### config.mk
export PLATFORM = sky130hd
export DESIGN_NAME = stream_demux
export DESIGN_NICKNAME = d
export VERILOG_FILES = /design/src/rtl/stream_demux.sv
export SDC_FILE = /design/constraint.sdc
export NUM_CORES = 1
export LEC_CHECK = 0
export ABC_AREA = 1
export BUFFER_PORTS_ARGS = -buffer_cell sky130_fd_sc_hd__buf_2
export CORE_MARGIN = 1
export CORE_UTILIZATION = 35
export CTS_BUF_LIST = sky130_fd_sc_hd__clkbuf_8
export DETAILED_ROUTE_END_ITERATION = 8
export GPL_TIMING_DRIVEN = 0
export MAX_ROUTING_LAYER = met4
export PLACE_DENSITY_LB_ADDON = 0.2
export SETUP_SLACK_MARGIN = 0.2
export SKIP_CTS_REPAIR_TIMING = 1
export SLEW_MARGIN = 20
export SYNTH_ARGS = -nofsm -noshare
export SYNTH_HDL_FRONTEND = slang
export SYNTH_SLANG_ARGS = --single-unit
### constraint.sdc
create_clock -name clk -period 2.05 [get_ports clk]
set_input_delay 0.1025 -clock clk [delete_from_list [all_inputs] [get_ports clk]]
set_output_delay 0.1025 -clock clk [all_outputs]
set_load 0.05 [all_outputs]
### src/rtl/stream_demux.sv
// stream_demux: packet-level valid/ready stream demultiplexer.
// Routes each input packet to one of STREAM_COUNT outputs, chosen by s_id_i
// on the packet's first beat. The route is held until the last beat. Packets
// with an out-of-range id are consumed, discarded and counted.
// Each output has a single-entry register slice: 1-cycle latency at full rate.
//
// Ports:
//   clk, nrst        clock (rising edge), asynchronous active-low reset
//   s_data_i/s_qos_i input beat payload and QoS tag
//   s_id_i           destination index, used on the first beat only
//   s_last_i         last beat of packet
//   s_valid_i        input beat valid
//   s_ready_o        input beat accepted when s_valid_i & s_ready_o
//   m_data_o/m_qos_o per-output payload/QoS, output k at slice k
//   m_last_o         per-output last flag
//   m_valid_o        per-output valid
//   m_ready_i        per-output ready
//   drop_cnt_o       saturating count of dropped packets
module stream_demux #(
  parameter int STREAM_COUNT = 2,
  parameter int T_DATA_WIDTH = 8,
  parameter int T_QOS_WIDTH  = 4,
  parameter int T_ID_WIDTH   = 1
) (
  input  logic                                 clk,
  input  logic                                 nrst,
  input  logic [T_DATA_WIDTH-1:0]              s_data_i,
  input  logic [T_QOS_WIDTH-1:0]               s_qos_i,
  input  logic [T_ID_WIDTH-1:0]                s_id_i,
  input  logic                                 s_last_i,
  input  logic                                 s_valid_i,
  output logic                                 s_ready_o,
  output logic [STREAM_COUNT*T_DATA_WIDTH-1:0] m_data_o,
  output logic [STREAM_COUNT*T_QOS_WIDTH-1:0]  m_qos_o,
  output logic [STREAM_COUNT-1:0]              m_last_o,
  output logic [STREAM_COUNT-1:0]              m_valid_o,
  input  logic [STREAM_COUNT-1:0]              m_ready_i,
  output logic [7:0]                           drop_cnt_o
);

  typedef enum logic [1:0] {IDLE, FWD, DROP} state_t;

  // One extra bit so the range check cannot wrap when STREAM_COUNT == 2**T_ID_WIDTH.
  localparam logic [T_ID_WIDTH:0] COUNT_EXT = (T_ID_WIDTH+1)'(STREAM_COUNT);

  state_t                                   state;
  logic [T_ID_WIDTH-1:0]                    sel_r;
  logic [STREAM_COUNT-1:0]                  full;
  logic [STREAM_COUNT-1:0][T_DATA_WIDTH-1:0] data_r;
  logic [STREAM_COUNT-1:0][T_QOS_WIDTH-1:0]  qos_r;
  logic [STREAM_COUNT-1:0]                  last_r;

  logic                    id_ok;
  logic                    dropping;
  logic [T_ID_WIDTH-1:0]   dest;
  logic [STREAM_COUNT-1:0] dest_oh;
  logic [STREAM_COUNT-1:0] free_v;
  logic [STREAM_COUNT-1:0] push;
  logic                    hs;

  always_comb begin
    id_ok    = ({1'b0, s_id_i} < COUNT_EXT);
    dropping = (state == DROP) || ((state == IDLE) && !id_ok);
    dest     = (state == FWD) ? sel_r : s_id_i;
    for (int unsigned k = 0; k < STREAM_COUNT; k++) begin
      dest_oh[k] = (dest == T_ID_WIDTH'(k));
    end
    free_v    = ~full | m_ready_i;
    // Ready never looks at s_valid_i; discarded beats are always accepted.
    s_ready_o = dropping ? 1'b1 : |(free_v & dest_oh);
    hs        = s_valid_i & s_ready_o;
    push      = (hs && !dropping) ? dest_oh : '0;
  end

  // Routing/drop control.
  always_ff @(posedge clk or negedge nrst) begin
    if (!nrst) begin
      state      <= IDLE;
      sel_r      <= '0;
      drop_cnt_o <= '0;
    end else if (hs) begin
      case (state)
        IDLE: begin
          if (id_ok) begin
            sel_r <= s_id_i;
            state <= s_last_i ? IDLE : FWD;
          end else begin
            if (drop_cnt_o != '1) drop_cnt_o <= drop_cnt_o + 8'd1;
            state <= s_last_i ? IDLE : DROP;
          end
        end
        FWD:     if (s_last_i) state <= IDLE;
        DROP:    if (s_last_i) state <= IDLE;
        default: state <= IDLE;
      endcase
    end
  end

  // Per-output register slices; a push overrides a simultaneous pop.
  always_ff @(posedge clk or negedge nrst) begin
    if (!nrst) begin
      full   <= '0;
      data_r <= '0;
      qos_r  <= '0;
      last_r <= '0;
    end else begin
      for (int unsigned k = 0; k < STREAM_COUNT; k++) begin
        if (push[k]) begin
          full[k]   <= 1'b1;
          data_r[k] <= s_data_i;
          qos_r[k]  <= s_qos_i;
          last_r[k] <= s_last_i;
        end else if (m_ready_i[k]) begin
          full[k] <= 1'b0;
        end
      end
    end
  end

  assign m_valid_o = full;
  assign m_data_o  = data_r;
  assign m_qos_o   = qos_r;
  assign m_last_o  = last_r;

endmodule

Yosys cells after proc, flatten, opt, wreduce, memory -nomap -nowiden
Index checks and enable logic that the tools add are counted.
{ "op_classes": {"muxes": 10, "n_reduce_logical": 9, "bitwise_logic": 5, "eq_ne": 3} }
{ "ops": {"columns": ["operator", "n"], "rows": [
  ["$mux 1", 7],
  ["$mux 2", 2],
  ["$pmux 2 s2", 1],
  ["$reduce_and 2->1", 2],
  ["$reduce_bool 2->1", 2],
  ["$reduce_or 2->1", 2],
  ["$and 2x2->2", 1],
  ["$eq 2x1->1 const B", 1],
  ["$eq 2x2->1 const B", 1],
  ["$logic_not 2->1", 1],
  ["$ne 2x1->1 const B", 1],
  ["$not 2->2", 1],
  ["$or 2x2->2", 1],
  ["$and 1x1->1", 1],
  ["$logic_and 1x1->1", 1],
  ["$logic_not 1->1", 1],
  ["$not 1->1", 1]
]} }
{ "totals": {"output_inout_bits": 37, "word_cells": 37, "input_bits": 19, "ff_bits": 31} }

Depth between registers and ports, before layout
Gate-level depths: netlist of the first run.
{ "depth": {"word_depth": 10, "depth_mapped": 9, "mapped_depth_nobuf": 9} }

Worst setup path before layout of the first run
No wires, ideal clock.
{ "synth_path": {"path_kind": "reg-to-reg", "start": "reg full[0], in the netlist m_valid_o[0]", "end": "reg state[0]", "synth_period_minus_slack_ns": 1.473, "setup_ns": 0.113, "arrival_time_ns": 1.360, "stages_incl_launch_ff": 8, "t_required_ns": 1.937, "path_slack_ns": 0.577, "n_path_buf": 0, "path_cell_list": "dfrtp_1 > nand2_1 > nand3_1 > nand2_2 > nand2_1 > nand2_1 > nand2_1 > inv_1"} }
{ "synth_via": {"elab_chain_cells": 7} }
{ "synth_lines": {"columns": ["element", "line", "rtl"], "rows": [
  ["from (decl)", "48", "logic [STREAM_COUNT-1:0] full;"],
  ["from (signal assigned)", "102", "full <= '0;"],
  ["from (signal, indexed assignment)", "109", "full[k] <= 1'b1;"],
  ["from (signal, indexed assignment)", "114", "full[k] <= 1'b0;"],
  ["$not 2->2", "68", "free_v = ~full | m_ready_i;"],
  ["$or 2x2->2", "68", null],
  ["$and 2x2->2", "70", "s_ready_o = dropping ? 1'b1 : |(free_v & dest_oh);"],
  ["$reduce_or 2->1", "70", null],
  ["$mux 1", "70", null],
  ["net s_ready_o", "32", "output logic s_ready_o,"],
  ["$and 1x1->1", "71", "hs = s_valid_i & s_ready_o;"],
  ["$reduce_and 2->1 (no line)", null, null],
  ["to (signal assigned)", "86", "state <= s_last_i ? IDLE : FWD;"],
  ["to (signal assigned)", "89", "state <= s_last_i ? IDLE : DROP;"],
  ["to (decl)", "46", "state_t state;"]
]} }
The timed path passes the listed nets, and every way through them passes these cells.
A chain may end at the register's enable or synchronous reset.

Worst setup path in the final report of the first run
{ "layout_path": {"start": "reg state[0]", "end": "out s_ready_o"} }
{ "layout_via": {"elab_chain_cells": 6, "word_cells_on_any_way": 7, "classes_between": "eq/ne (2); mux (2); bitwise (2); reduce/logical (1)"} }
{ "layout_lines": {"columns": ["element", "line", "rtl"], "rows": [
  ["$eq 2x1->1", "64", "dest = (state == FWD) ? sel_r : s_id_i;"],
  ["$mux 1", "64", null],
  ["$not 1->1", "66", "dest_oh[k] = (dest == T_ID_WIDTH'(k));"],
  ["$and 2x2->2", "70", null],
  ["$reduce_or 2->1", "70", null],
  ["$mux 1 (*)", "70", null],
  ["to (decl)", "32", null]
]} }
Mark *: on every way between the ends. The rest lies on a longest branch, timed or not.

==> results.sh, run 1 <==
export IMPL_hold_end="sel_r$_DFFE_PN0P_"
export IMPL_leakage_nw=1.01
export IMPL_hold_viol_final=0
export IMPL_tightest_slew_ns=0.651
export IMPL_antenna_cells=0
export IMPL_fin_worst_skew_ns=0.00297
export IMPL_vias=1021
export IMPL_place_congestion=0.714
export IMPL_drive_above_1_share_pct=51.3
export IMPL_syn_area_um2=1390
export IMPL_r2r_start="state[0]$_DFFE_PN0P_"
export IMPL_die_y_um=64.9
export IMPL_die_x_um=64.9
export IMPL_hp_class="input port to flip-flop"
export IMPL_critPathArrivalTime_ns=1.37
export IMPL_relSlewSlack_pct=56.6
export IMPL_fin_tns_setup_ns=0
export IMPL_synth_seq_cells=30
export IMPL_crit_fanout=5
export IMPL_h_tree_depth=2
export IMPL_hold_path_startpoint="s_id_i"
export IMPL_io_pins=56
export IMPL_nNetsFinal=213
export IMPL_ys_types=14
export IMPL_required_ns=1.95
export IMPL_place_hpwl_mm=2.02
export IMPL_fmax_mhz=681
export IMPL_synthAdderAreaFrac_pct=0
export IMPL_dr_pass1_iters=4
export IMPL_fin_crit_ns=1.47
export IMPL_antenna_found_initial=0
export IMPL_holdPathStages=3
export IMPL_grt_remaining_overflow=0
export IMPL_grtUsageTotal_pct=14.5
export IMPL_r2r_cells=7
export IMPL_vias_per_cell=4.20
export IMPL_start_util_pct=37.3
export IMPL_cts_sinks=30
export IMPL_muxShareOfSynthArea_pct=0
export IMPL_powerDensity_nw_per_um2=1960
export IMPL_final_setup_viol_count=0
export IMPL_grt_pass1_wl_mm=4.40
export IMPL_finalMaxSlewViolations=0
export IMPL_critical_path_startpoint="state[0]$_DFFE_PN0P_"
export IMPL_rrSetupSlack_ns=0.84
export IMPL_synth_xor_area_share_pct=0
export IMPL_grt_pass1_vias=928
export IMPL_io_buffers=46
export IMPL_final_cell_mix="buf_2, nand2_1, dfrtp_1"
export IMPL_rsz0062_at_grt="false"
export IMPL_cts_made_buffers=5
export IMPL_ir_drop_mv=1.11
export IMPL_ant_nets=0
export IMPL_syn2layout_area_growth_pct=30.1
export IMPL_wire_per_inst_um=11.0
export IMPL_maxCapViolations=0
export IMPL_drtIter0Drc=24
export IMPL_drt_wl_total_mm=2.68
export IMPL_fill_cells=373
export IMPL_end_kind="primary output"
export IMPL_num_rows=22
export IMPL_stdcell_area_um2=1800
export IMPL_clock_tree_buffer_depth=2
export IMPL_placed_cell_area_um2=1700
export IMPL_syn_inst=133
export IMPL_r2r_end="m_qos_o[6]$_DFFE_PN0P_"
export IMPL_cts_tree="yes"
export IMPL_synth_yosys_seq_area_share_pct=54.2
export IMPL_route_detailed_drc=0
export IMPL_path_class="flip-flop to primary output"
export IMPL_finalCritPeriodShare_pct=71.6
export IMPL_ys_warn_count=0
export IMPL_final_common_cell="buf_2"
export IMPL_die_area_um2=4220
export IMPL_grt_max_degree=31
export IMPL_clkTransAtPathRegs_ns=0.06
export IMPL_core_area_um2=3720
export IMPL_outcome="finished, final reports clean"
export IMPL_synth_compound_area_share_pct=16.4
export IMPL_yosys_area_share_simple_pct=16.4
export IMPL_clk_latency_ns=0.27
export IMPL_synth_area_per_cell_um2=10.4
export IMPL_synth_top_family_by_area="simple AND/OR/NAND/NOR gates"
export IMPL_startpoint_type="flip-flop"
export IMPL_clockRootBuffer="clkbuf_8"
==> Yosys cell counts <==
library cell / number / area share, %
inv_2: 1 / 0.27
nand2_1: 35 / 9.5
buf_4: 9 / 4.9
nand2_4: 1 / 0.81
o21ai_2: 26 / 16
nand3_1: 3 / 1.1
nand4_4: 1 / 1.5
inv_1: 16 / 4.3
buf_6: 4 / 3.2
nand2_2: 4 / 1.8
nand3_4: 1 / 1.3
dfrtp_1: 30 / 54
conb_1: 1 / 0.27
nand4_1: 1 / 0.45
==> per-layer routing <==
layer | part of all wire, % | global-route usage (%) | routed length, µm | vias to the layer above
met5 | 0 | - | 0 | -
met4 | 0.97 | 4.17 | 26 | 0
met3 | 7.6 | 5.99 | 205 | 5
met2 | 46 | 21.6 | 1240 | 41
met1 | 45 | 17.9 | 1210 | 454
li1 | - | - | - | 521
==> layout make-up <==
cell class	instances	area [µm²]	share of cell area, %
Tap cell	48	60.1	3.33
Clock buffer	6	82.6	4.58
Clock inverter	2	8.76	0.485
Inverter	17	63.8	3.54
Timing Repair Buffer	47	240	13.3
Sequential cell	30	751	41.6
Multi-Input combinational cell	80	485	26.9
Buffer	13	113	6.24
==> cells by family after synthesis <==
logic type / Yosys count
simple gates: 46
flops: 30
buf+inv: 30
compound gates: 26
other cells: 1
==> worst max path at each step <==
stage / slack, ns / depth (start not counted) / to
2_1_floorplan: 0.58 / 7 / state[0]$_DFFE_PN0P_
3_3_place_gp: 0.86 / 7 / m_qos_o[5]$_DFFE_PN0P_
3_5_place_dp: 0.84 / 7 / m_qos_o[7]$_DFFE_PN0P_
4_1_cts: 0.57 / 6 / s_ready_o
5_1_grt: 0.51 / 6 / s_ready_o
6_report: 0.58 / 6 / s_ready_o
==> stage by stage <==
stage	total power, mW	instances	hold WS, ns	setup WS [ns]	util [%]
finish	3.53	243	0.107	0.581	48.6
global route	3.75	243	0.102	0.509	48.6
CTS	3.58	242	-0.126	0.565	48.3
detailed placement	3.09	234	0.181	0.839	45.8
global placement	3.06	234	0.165	0.861	45.8
floorplan	2.65	140	-0.193	0.577	-
==> state kept, by name, summed over array words and instances, names as in the netlist <==
name,flops
state,1
m_valid_o,2
m_qos_o,8
m_data_o,16
sel_r,1
m_last_o,2
==> where the power goes <==
group | total, mW | switching, mW | internal [mW]
Combinational | 2.04 | 1.54 | 0.498
Sequential | 1.02 | 0.149 | 0.873
Clock | 0.469 | 0.204 | 0.265
==> critical path, stage by stage (launching register included) <==
cell     delay (ns)
dfrtp_1        0.40
inv_2          0.10
nand2_4        0.07
nand2_2        0.08
nand2_1        0.07
nand2_2        0.10
buf_2          0.27
No activity file was read; power rests on OpenSTA's default activity.
==> run 2, diff against run 1 <==
==> constraint.sdc (replaced) <==
create_clock -name clk -period 1.4 [get_ports clk]
set_input_delay 0.07 -clock clk [delete_from_list [all_inputs] [get_ports clk]]
set_output_delay 0.07 -clock clk [all_outputs]
set_load 0.05 [all_outputs]
==> results.sh, run 2 (synthesized netlist as in run 1, its figures left out) <==
export IMPL_rsz0062_at_grt="true"
export IMPL_comb_power_share_pct=60.0
export IMPL_drt_wl_total_mm=2.91
export IMPL_start_util_pct=37.3
export IMPL_startpoint_type="flip-flop"
export IMPL_p_sw_share_pct=52.7
export IMPL_final_common_cell="buf_2"
export IMPL_hold_viol_final=0
export IMPL_finalCritPeriodShare_pct=93.1
export IMPL_crit_fanout=4
export IMPL_clkTransAtPathRegs_ns=0.06
export IMPL_io_pins=56
export IMPL_grt_remaining_overflow=0
export IMPL_tightest_slew_ns=0.672
export IMPL_vias=1079
export IMPL_fmax_mhz=768
export IMPL_ir_drop_mv=1.28
export IMPL_power_share_clock_pct=12.5
export IMPL_end_kind="primary output"
export IMPL_seqCellArea_um2=753
export IMPL_drive_above_1_share_pct=62.9
export IMPL_grt_max_degree=31
export IMPL_worstSetupEndpoint="s_ready_o"
export IMPL_p_seq_share_pct=27.5
export IMPL_critical_path_startpoint="state[0]$_DFFE_PN0P_"
export IMPL_dr_pass1_iters=4
export IMPL_cts_made_buffers=5
export IMPL_whs_ns=0.0675
export IMPL_multi_input_area_um2=586
export IMPL_place_hpwl_mm=2.06
export IMPL_cts_sinks=30
export IMPL_worstPathCellList="inv_2 -> nand2_4 -> nand2_4 -> nand2_4 -> nand2_4 -> buf_8"
export IMPL_largest_reg_flops=16
export IMPL_r2r_end="m_last_o[1]$_DFFE_PN0P_"
export IMPL_final_setup_viol_count=0
export IMPL_die_area_um2=4220
export IMPL_crit_path_top_delay_cell="dfrtp_1"
export IMPL_rrSetupSlack_ns=0.16
export IMPL_antenna_cells=0
export IMPL_stdcell_area_um2=2020
export IMPL_fin_worst_skew_ns=0.00488
export IMPL_internal_power_mw=2.71
export IMPL_placed_cell_area_um2=1720
export IMPL_final_cell_mix="buf_2, dfrtp_1, o21ai_2"
export IMPL_p_switching_mw=3.02
export IMPL_hp_class="input port to flip-flop"
export IMPL_path_class="flip-flop to primary output"
export IMPL_die_y_um=64.9
export IMPL_r2r_start="state[0]$_DFFE_PN0P_"
export IMPL_fill_cells=347
export IMPL_route_detailed_drc=0
export IMPL_r2r_cells=7
export IMPL_place_ws_ns=0.173
export IMPL_nNetsFinal=220
export IMPL_core_area_um2=3720
export IMPL_clock_tree_buffer_depth=2
export IMPL_required_ns=1.33
export IMPL_setup_slack_ns=0.0972
export IMPL_finalMaxSlewViolations=0
export IMPL_wire_per_inst_um=11.7
export IMPL_syn2layout_area_growth_pct=45.6
export IMPL_leakage_nw=1.09
export IMPL_place_congestion=0.759
export IMPL_drtIter0Drc=41
export IMPL_critPathArrivalTime_ns=1.23
export IMPL_relSlewSlack_pct=55.2
export IMPL_die_x_um=64.9
export IMPL_grtUsageTotal_pct=15.6
export IMPL_vias_per_cell=4.32
export IMPL_antenna_found_initial=0
export IMPL_fin_crit_ns=1.30
export IMPL_num_rows=22
export IMPL_io_buffers=46
export IMPL_h_tree_depth=2
export IMPL_cts_tree="yes"
export IMPL_grt_pass1_wl_mm=4.62
export IMPL_clockRootBuffer="clkbuf_8"
export IMPL_clk_latency_ns=0.28
export IMPL_maxCapViolations=0
export IMPL_crit_path_max_incr_delay_ns=0.40
export IMPL_finalPower_mw=5.73
export IMPL_grt_pass1_vias=1003
export IMPL_outcome="finished, final reports clean"
export IMPL_cp_common_cell="nand2_4"
export IMPL_powerDensity_nw_per_um2=2840
export IMPL_ant_nets=0
==> run 2: cell count changes in the layout (fill, tap and decap cells not counted), moves of 2 or more <==
| cell | delta |
|---|---|
| nand2_1 | -16 |
| nand2_4 | +11 |
| nand2_2 | +5 |
| buf_4 | +3 |
| buf_8 | +3 |
| dfrtp_1 | -2 |
| dfrtp_2 | +2 |
==> run 2: worst min-delay path by stage <==
| stage | startpoint | cells past startpoint | end |
|---|---|---|---|
| 6_report | s_qos_i[2] | 3 | m_qos_o[2]$_DFFE_PN0P_ |
| 3_5_place_dp | nrst | 1 | sel_r$_DFFE_PN0P_ |
| 5_1_grt | s_data_i[0] | 3 | m_data_o[8]$_DFFE_PN0P_ |
| 4_1_cts | nrst | 1 | m_last_o[1]$_DFFE_PN0P_ |
| 2_1_floorplan | nrst | 0 | m_data_o[0]$_DFFE_PN0P_ |
| 3_3_place_gp | nrst | 1 | m_data_o[3]$_DFFE_PN0P_ |
==> run 2: area by class of cell <==
| type | count | share of cell area, % |
|---|---|---|
| Tap cell | 48 | 2.98 |
| Clock buffer | 6 | 4.09 |
| Sequential cell | 30 | 37.3 |
| Clock inverter | 2 | 0.620 |
| Buffer | 13 | 5.95 |
| Inverter | 17 | 3.16 |
| Multi-Input combinational cell | 80 | 29.0 |
| Timing Repair Buffer | 54 | 16.9 |
==> run 2: power groups by stage <==
stage / logic (mW) / registers, mW / clock network [mW]
2_1_floorplan: 1.07 / 2.85 / 0
3_3_place_gp: 3.01 / 1.50 / 0
3_5_place_dp: 3.06 / 1.51 / 0
4_1_cts: 3.06 / 1.50 / 0.751
5_1_grt: 3.63 / 1.63 / 0.802
6_report: 3.44 / 1.57 / 0.716
==> run 2: metrics by stage <==
step | utilization [%] | instances | TNS [ns]
CTS | 48.9 | 242 | -0.0895
floorplan | - | 140 | 0
finish | 54.3 | 250 | 0
global placement | 46.3 | 234 | 0
detailed placement | 46.3 | 234 | 0
global route | 54.3 | 250 | 0
==> run 2: worst max-delay path: cells and delay by family, from the launching register on <==
kind	cells	cell delay [ns]
flip-flops	1	0.40
buffers and inverters	2	0.25
AND/OR/NAND/NOR	4	0.30
==> run 2: metal layers <==
layer	GRT usage (%)	part of all wire, %
met1	17.7	44
met2	23.8	47
met3	6.34	7.2
met4	7.50	1.9
met5	-	0
==> run 3, diff against run 2 <==
--- a/config.mk
+++ b/config.mk
@@ -14,7 +14,6 @@
 export GPL_TIMING_DRIVEN = 0
 export MAX_ROUTING_LAYER = met4
 export PLACE_DENSITY_LB_ADDON = 0.2
-export SETUP_SLACK_MARGIN = 0.2
 export SKIP_CTS_REPAIR_TIMING = 1
 export SLEW_MARGIN = 20
 export SYNTH_ARGS = -nofsm -noshare
==> results.sh, run 3 (synthesized netlist as in run 1, its figures left out) <==
export IMPL_outcome="finished, final reports clean"
export IMPL_io_buffers=46
export IMPL_hp_class="input port to flip-flop"
export IMPL_drive_above_1_share_pct=52.8
export IMPL_critPathArrivalTime_ns=1.27
export IMPL_antenna_found_initial=0
export IMPL_die_x_um=64.9
export IMPL_fill_cells=365
export IMPL_place_congestion=0.750
export IMPL_cts_made_buffers=5
export IMPL_r2r_start="state[0]$_DFFE_PN0P_"
export IMPL_r2r_end="sel_r$_DFFE_PN0P_"
export IMPL_whs_ns=0.0757
export IMPL_hold_end="m_qos_o[1]$_DFFE_PN0P_"
export IMPL_syn2layout_area_growth_pct=32.5
export IMPL_clock_tree_buffer_depth=2
export IMPL_cts_tree="yes"
export IMPL_finalMaxSlewViolations=0
export IMPL_dr_pass1_iters=4
export IMPL_startpoint_type="flip-flop"
export IMPL_io_pins=56
export IMPL_drtIter0Drc=25
export IMPL_final_cell_mix="buf_2, nand2_1, dfrtp_1"
export IMPL_crit_fanout=4
export IMPL_drt_wl_total_mm=2.73
export IMPL_wire_per_inst_um=11.1
export IMPL_r2r_cells=9
export IMPL_holdPathStages=3
export IMPL_core_area_um2=3720
export IMPL_fin_crit_ns=1.34
export IMPL_clockRootBuffer="clkbuf_8"
export IMPL_clkTransAtPathRegs_ns=0.06
export IMPL_vias=1050
export IMPL_largest_reg_flops=16
export IMPL_end_kind="primary output"
export IMPL_ir_drop_mv=1.44
export IMPL_leakage_nw=1.02
export IMPL_maxCapViolations=0
export IMPL_hold_viol_final=0
export IMPL_tightest_slew_ns=0.653
export IMPL_setup_slack_ns=0.0628
export IMPL_powerDensity_nw_per_um2=2890
export IMPL_rrSetupSlack_ns=0.17
export IMPL_hold_path_startpoint="s_qos_i[1]"
export IMPL_grt_pass1_wl_mm=4.49
export IMPL_path_class="flip-flop to primary output"
export IMPL_grtUsageTotal_pct=14.9
export IMPL_finalCritPeriodShare_pct=95.5
export IMPL_place_ws_ns=0.172
export IMPL_finalPower_mw=5.31
export IMPL_grt_remaining_overflow=0
export IMPL_nNetsFinal=215
export IMPL_required_ns=1.33
export IMPL_grt_pass1_vias=986
export IMPL_final_common_cell="buf_2"
export IMPL_antenna_cells=0
export IMPL_die_area_um2=4220
export IMPL_route_detailed_drc=0
export IMPL_rsz0062_at_grt="false"
export IMPL_final_setup_viol_count=0
export IMPL_start_util_pct=37.3
export IMPL_ant_nets=0
export IMPL_cts_sinks=30
export IMPL_die_y_um=64.9
export IMPL_fin_worst_skew_ns=0.00282
export IMPL_num_rows=22
export IMPL_grt_max_degree=31
export IMPL_fmax_mhz=748
export IMPL_h_tree_depth=2
export IMPL_clk_latency_ns=0.27
export IMPL_relSlewSlack_pct=56.4
export IMPL_vias_per_cell=4.29
export IMPL_place_hpwl_mm=2.04
[run 3: per-stage QoR]
step,cells,cell area [µm²],utilization [%],setup TNS (ns)
6_report,245,1840,49.4,0
3_5_place_dp,234,1710,45.9,0
2_1_floorplan,140,1420,-,0
4_1_cts,242,1800,48.4,-0.0545
3_3_place_gp,234,1710,45.9,0
5_1_grt,245,1840,49.4,0
[run 3: final cells by class]
cell class / instances / area (µm²) / share of cell area [%]
Sequential cell: 30 / 753 / 41.0
Multi-Input combinational cell: 80 / 490 / 26.7
Timing Repair Buffer: 49 / 265 / 14.4
Buffer: 13 / 113 / 6.13
Clock buffer: 6 / 82.6 / 4.50
Inverter: 17 / 63.8 / 3.47
Tap cell: 48 / 60.1 / 3.27
Clock inverter: 2 / 8.76 / 0.477
[run 3: report_power, final]
group | leakage [nW] | total (mW) | internal [mW] | switching [mW]
Sequential | 0.369 | 1.50 | 1.28 | 0.221
Clock | 0.0524 | 0.688 | 0.388 | 0.300
Combinational | 0.603 | 3.12 | 0.818 | 2.30
[run 3: worst max path at each step]
stage                                   endpoint                      from  slack [ns]  cells after the start
final                                  s_ready_o      state[0]$_DFFE_PN0P_        0.06                      6
after global routing                   s_ready_o      state[0]$_DFFE_PN0P_      0.0002                      6
after global placement    m_qos_o[7]$_DFFE_PN0P_      state[0]$_DFFE_PN0P_        0.21                      7
after CTS                              s_ready_o      state[0]$_DFFE_PN0P_       -0.05                      6
after detailed placement  m_qos_o[5]$_DFFE_PN0P_      state[0]$_DFFE_PN0P_        0.17                      7
after floorplan                sel_r$_DFFE_PN0P_  m_valid_o[0]$_DFFE_PN0P_        0.05                      6
[run 3: metal layers]
layer | share of wire (%) | global-route usage (%)
met5 | 0 | -
met1 | 44 | 17.7
met4 | 1.5 | 7.50
met2 | 48 | 23.0
met3 | 6.8 | 4.23
[run 3: worst max-delay path, cell delays in order (launching register included)]
cell and delay (ns):
dfrtp_1 0.40, inv_2 0.11, nand2_4 0.08, nand2_4 0.07, nand2_1 0.06, nand2_2 0.12
buf_8 0.15
